===== src/rtl/vedic_pkg.sv =====
// Shared types and constants for the digit-serial Vedic multiplier.
package vedic_pkg;

  localparam int VEDIC_DIGIT_W = 4;

  typedef enum logic [1:0] {
    IDLE = 2'd0,
    MUL  = 2'd1,
    DONE = 2'd2
  } state_e;

  function automatic int vedic_digits(input int width);
    return width / VEDIC_DIGIT_W;
  endfunction

endpackage


===== src/rtl/simple_vedic_4bit.sv =====
// Combinational 4x4 unsigned Vedic (Urdhva Tiryagbhyam) multiplier built from
// four 2x2 Vedic blocks.
module simple_vedic_4bit (
  input  logic [3:0] a_i,
  input  logic [3:0] b_i,
  output logic [7:0] p_o
);

  function automatic logic [3:0] vm2(input logic [1:0] x, input logic [1:0] y);
    logic [3:0] r;
    logic       c;
    r[0] = x[0] & y[0];
    r[1] = (x[1] & y[0]) ^ (x[0] & y[1]);
    c    = (x[1] & y[0]) & (x[0] & y[1]);
    r[2] = (x[1] & y[1]) ^ c;
    r[3] = (x[1] & y[1]) & c;
    return r;
  endfunction

  logic [3:0] q0, q1, q2, q3;
  logic [4:0] mid;

  assign q0  = vm2(a_i[1:0], b_i[1:0]);
  assign q1  = vm2(a_i[3:2], b_i[1:0]);
  assign q2  = vm2(a_i[1:0], b_i[3:2]);
  assign q3  = vm2(a_i[3:2], b_i[3:2]);
  // Cross terms share weight 2^2 and are summed before the final add.
  assign mid = {1'b0, q1} + {1'b0, q2};
  assign p_o = {4'b0000, q0} + {1'b0, mid, 2'b00} + {q3, 4'b0000};

endmodule


===== src/rtl/vedic_serial_mult.sv =====
// Digit-serial WIDTH x WIDTH multiplier sharing one 4x4 Vedic core.
// Optional VEDIC_SERIAL_SKIP_ZERO_EN: zero operand bypasses MUL straight to DONE.
//
// state | meaning
// IDLE  | waiting for an operand pair, in_ready high
// MUL   | one digit-pair partial product accumulated per cycle
// DONE  | product presented, waiting for out_ready
module vedic_serial_mult
  import vedic_pkg::*;
#(
  parameter int WIDTH = 16
) (
  input  logic               clk,
  input  logic               rst,
  input  logic               in_valid,
  output logic               in_ready,
  input  logic [WIDTH-1:0]   a,
  input  logic [WIDTH-1:0]   b,
  output logic               out_valid,
  input  logic               out_ready,
  output logic [2*WIDTH-1:0] p,
  output logic               busy
);

  localparam int D  = vedic_digits(WIDTH);
  localparam int CW = (D > 1) ? $clog2(D) : 1;
  localparam logic [CW-1:0] LAST = CW'(D - 1);

  if ((WIDTH % VEDIC_DIGIT_W) != 0 || WIDTH < 8) begin : g_bad_width
    $error("vedic_serial_mult: WIDTH must be a multiple of 4 and >= 8");
  end

  state_e             state_q, state_d;
  logic [WIDTH-1:0]   a_q, a_d, b_q, b_d;
  logic [2*WIDTH-1:0] acc_q, acc_d;
  logic [CW-1:0]      i_q, i_d, j_q, j_d;
  logic [3:0]         dig_a, dig_b;
  logic [7:0]         prod;
  logic [CW+2:0]      sh;
  logic [2*WIDTH-1:0] pp;
  logic               start_zero;

  assign dig_a = a_q[{i_q, 2'b00} +: VEDIC_DIGIT_W];
  assign dig_b = b_q[{j_q, 2'b00} +: VEDIC_DIGIT_W];

  simple_vedic_4bit u_mul (
    .a_i (dig_a),
    .b_i (dig_b),
    .p_o (prod)
  );

  assign sh = {1'b0, i_q, 2'b00} + {1'b0, j_q, 2'b00};
  assign pp = {{(2*WIDTH-8){1'b0}}, prod} << sh;

`ifdef VEDIC_SERIAL_SKIP_ZERO_EN
  assign start_zero = (a == '0) || (b == '0);
`else
  assign start_zero = 1'b0;
`endif

  always_comb begin
    state_d = state_q;
    a_d     = a_q;
    b_d     = b_q;
    acc_d   = acc_q;
    i_d     = i_q;
    j_d     = j_q;
    case (state_q)
      IDLE: begin
        if (in_valid) begin
          a_d     = a;
          b_d     = b;
          acc_d   = '0;
          i_d     = '0;
          j_d     = '0;
          state_d = start_zero ? DONE : MUL;
        end
      end
      MUL: begin
        acc_d = acc_q + pp;
        if (i_q == LAST) begin
          i_d = '0;
          if (j_q == LAST) state_d = DONE;
          else             j_d     = j_q + CW'(1);
        end else begin
          i_d = i_q + CW'(1);
        end
      end
      DONE: begin
        if (out_ready) state_d = IDLE;
      end
      default: state_d = IDLE;
    endcase
  end

  always_ff @(posedge clk) begin
    if (rst) begin
      state_q <= IDLE;
      a_q     <= '0;
      b_q     <= '0;
      acc_q   <= '0;
      i_q     <= '0;
      j_q     <= '0;
    end else begin
      state_q <= state_d;
      a_q     <= a_d;
      b_q     <= b_d;
      acc_q   <= acc_d;
      i_q     <= i_d;
      j_q     <= j_d;
    end
  end

  assign in_ready  = (state_q == IDLE);
  assign out_valid = (state_q == DONE);
  assign busy      = (state_q != IDLE);
  assign p         = acc_q;

endmodule


===== config.mk =====
export PLATFORM = sky130hd
export DESIGN_NAME = vedic_serial_mult
export DESIGN_NICKNAME = d
export VERILOG_FILES = /design/src/rtl/vedic_pkg.sv /design/src/rtl/simple_vedic_4bit.sv /design/src/rtl/vedic_serial_mult.sv
export SDC_FILE = /design/constraint.sdc
export NUM_CORES = 1
export LEC_CHECK = 0
export CAP_MARGIN = 20
export CELL_PAD_IN_SITES_DETAIL_PLACEMENT = 0
export CELL_PAD_IN_SITES_GLOBAL_PLACEMENT = 2
export CORE_ASPECT_RATIO = 0.7
export CORE_MARGIN = 1.5
export CORE_UTILIZATION = 35
export DETAILED_ROUTE_END_ITERATION = 10
export GPL_TIMING_DRIVEN = 1
export PLACE_DENSITY = 0.83
export SYNTH_ARGS = -nofsm -noshare
export SYNTH_HDL_FRONTEND = slang
export SYNTH_SLANG_ARGS = --single-unit

===== constraint.sdc =====
create_clock -name clk -period 11.38 [get_ports clk]
set_clock_uncertainty 0.05 [all_clocks]
set_input_delay 1.138 -clock clk [delete_from_list [all_inputs] [get_ports clk]]
set_output_delay 1.138 -clock clk [all_outputs]
set_load 0.01 [all_outputs]

==> qor.csv <==
stage,metric,value,unit
clock_tree,numClockSinks,70,
finish,layout_commonest_cell,nand2_1,
drt,drt_wl_total,14.97,mm
timing,grt_setup_unrepaired,false,
synthesis,synth_area,5085,µm²
setup_path,start_kind,register,
setup_path,crit_arrival,6.72,ns
global_routing,use_met3,0.03436,
synthesis,synthFlopType,dfxtp_1,
global_routing,overflow,0,
global_routing,use_met1,0.3179,
floorplanning,start_util,0.3618,
finish,antennaDiodeCount,0,
clock_tree,h-tree-depth,3,
timing,maxSlewHeadroom,0.3213,
synthesis,ys_warn_count,0,
floorplanning,die_w,147.1,µm
floorplanning,die_y,103.8,µm
power,max-vdd-ir-drop,0.06350,mV
global_routing,grt-busiest-layer,met1,
placement,gp_congestion,0.8962,
setup_path,required,11.53,ns
floorplanning,die-area,15270,µm²
global_routing,grt_use_met2,0.2824,
floorplanning,rows,36,
synthesis,syn_inst,650,
global_routing,grt_pass1_vias,4589,
placement,io_buffer_count,70,
setup_path,crit_type,register to register,
synthesis,ys_ff_latch,70,
clock_tree,cts_made_buffers,9,
global_routing,grt_pass1_wl,24.58,mm
drt,vias,4773,
drt,drt_iter0_drc,304,
timing,tns,0,ns
placement,place_hpwl,11.70,mm
synthesis,synth-seq-area-share,0.2756,
drt,drt_first_pass_iters,5,
synthesis,syn_avg_cell_area,7.823,µm²
drt,wl_per_cell,16.86,µm
timing,period_minus_slack,6.567,ns
timing,finalSetupViolCount,0,
drt,drcViolationCount,0,
clock_tree,insertion_delay,0.34,ns
clock_tree,cts_tree,built,
global_routing,grt_max_degree,55,
global_routing,grt_util_all_layers,0.2024,
clock_tree,path_clk_slew,0.06,ns
power,power.leakage,0.002555,µW
timing,slew_violations,0,
timing,hold_violations,0,
setup_path,end_kind,register,
clock_tree,post_cts_buffers,0,
clock_tree,post_cts_resized,0,
setup_path,path_max_fanout,8,
drt,ant_nets,0,
power,power_density,103.5,nW/µm²
global_routing,antenna_found_initial,0,
min_path,worst_hold_path_type,register to register,
finish,nNetsFinal,784,
clock_tree,hold_buffers,0,
timing,tightest_slew,1.018,ns
synthesis,async_reset_ff_frac,0,
run,max-cap-violations,0,
timing,clock.fmax,0.1523,GHz
timing,fin_crit_sh,0.5771,
floorplanning,ios,71,
finish,area_growth,22.07,%
status,status,"complete, no violations",
finish,layout_common_cells,"nand2_1 (118), a21oi_1 (73), dfxtp_1 (70), clkdlybuf4s50_1 (69), nor2_1 (54)",
power,total_power,642.4,µW
synthesis,synth_nets,741,
clock_tree,cts-root-buf,clkbuf_16,
finish,fillCellCount,1438,
synthesis,synth-edff-count,0,
floorplanning,core_area,14050,µm²
synthesis,ys_types,51,
clock_tree,cts.path.max_buffers,2,
drt,routed_via_density,5.375,
finish,layout-drive-gt1-share,0.05444,
[registers in the layout, summed over array words and instances (netlist names)]
| name | cells |
|---|---|
| a_q | 16 |
| j_q | 2 |
| b_q | 16 |
| i_q | 2 |
| state_q | 2 |
| p | 32 |
[metal layers]
layer | part of all wire | routed length [µm]
met3 | 0.050 | 754
met1 | 0.54 | 8134
met5 | 0 | 0
met2 | 0.40 | 6038
met4 | 0.0030 | 45
[power by group]
| part | total, µW | switching [µW] | internal, µW |
|---|---|---|---|
| logic | 66.8 | 36.9 | 29.9 |
| registers | 260 | 6.99 | 253 |
| clock network | 316 | 121 | 195 |
| total | 642 | 165 | 477 |
[path summary, 6_finish.rpt]
kind | start | to | slack (ns) | cells past startpoint
setup / recovery | j_q[0] | p[26] | 4.81 | 23
hold / removal | b_q[12] | b_q[12] | 0.41 | 2
setup reg to reg | j_q[0] | p[26] | 4.81 | 23
hold reg to reg | b_q[12] | b_q[12] | 0.41 | 2
[kinds of logic (layout without fill, tap and decap cells)]
family,count (synthesis),count (layout),synth area share
adders and majority gates,55,55,0.1412
DFF,70,70,0.2756
AOI/OAI and AO/OA,180,180,0.2249
and+or+nand+nor,249,249,0.2192
muxes,12,12,0.04331
xor gates and xnor gates,33,33,0.05684
buffers and inverters,51,99,0.03888
[cell usage after synthesis, types with 14 or more instances]
cell type	count	area (µm²)
ha_1	51	638.1
a21oi_1	73	365.4
clkbuf_1	34	127.6
nor2_1	54	202.7
and2_1	20	125.1
a21o_1	15	112.6
o21ai_0	27	135.1
a22oi_1	17	127.6
xor2_1	14	122.6
xnor2_1	19	166.4
dfxtp_1	70	1401
nand2_1	118	442.9
[metrics by stage]
step	cells	util	worst slack [ns]	cell area, µm²	hold slack (ns)
after floorplan	650	-	5.919	5085	0.3831
after global placement	872	0.4184	4.989	5879	0.4007
after detailed placement	872	0.4184	4.922	5879	0.4018
after CTS	888	0.4417	4.887	6207	0.4101
after global routing	888	0.4417	4.425	6207	0.4278
final	888	0.4417	4.813	6207	0.4072
[area by class of cell]
class,instances,area [µm²],area share
clock buffer,9,225.2,0.03628
clock inverter,7,102.6,0.01653
inverter,11,41.29,0.006652
multi-input combinational,529,3488,0.5620
sequential,70,1401,0.2258
tap,190,237.7,0.03830
timing repair buffer,72,710.7,0.1145
[critical path, cell delays in order (launching register included)]
cell and delay (ns):
dfxtp_1 0.58, mux4_2 0.60, and2_1 0.19, ha_1 0.35
ha_1 0.32, a21o_1 0.18, a21oi_1 0.17, xnor2_1 0.09
ha_1 0.36, a21o_1 0.18, a21oi_1 0.14, nand2_1 0.08
xor2_1 0.37, mux2i_1 0.31, nor3_1 0.35, ha_1 0.39
a21oi_1 0.17, o21ai_0 0.09, a211oi_1 0.24, o21ai_0 0.12
a41oi_1 0.51, a21oi_1 0.27, xnor2_1 0.21, o21ai_0 0.08
Note: power is estimated with default switching activity, not from simulation.
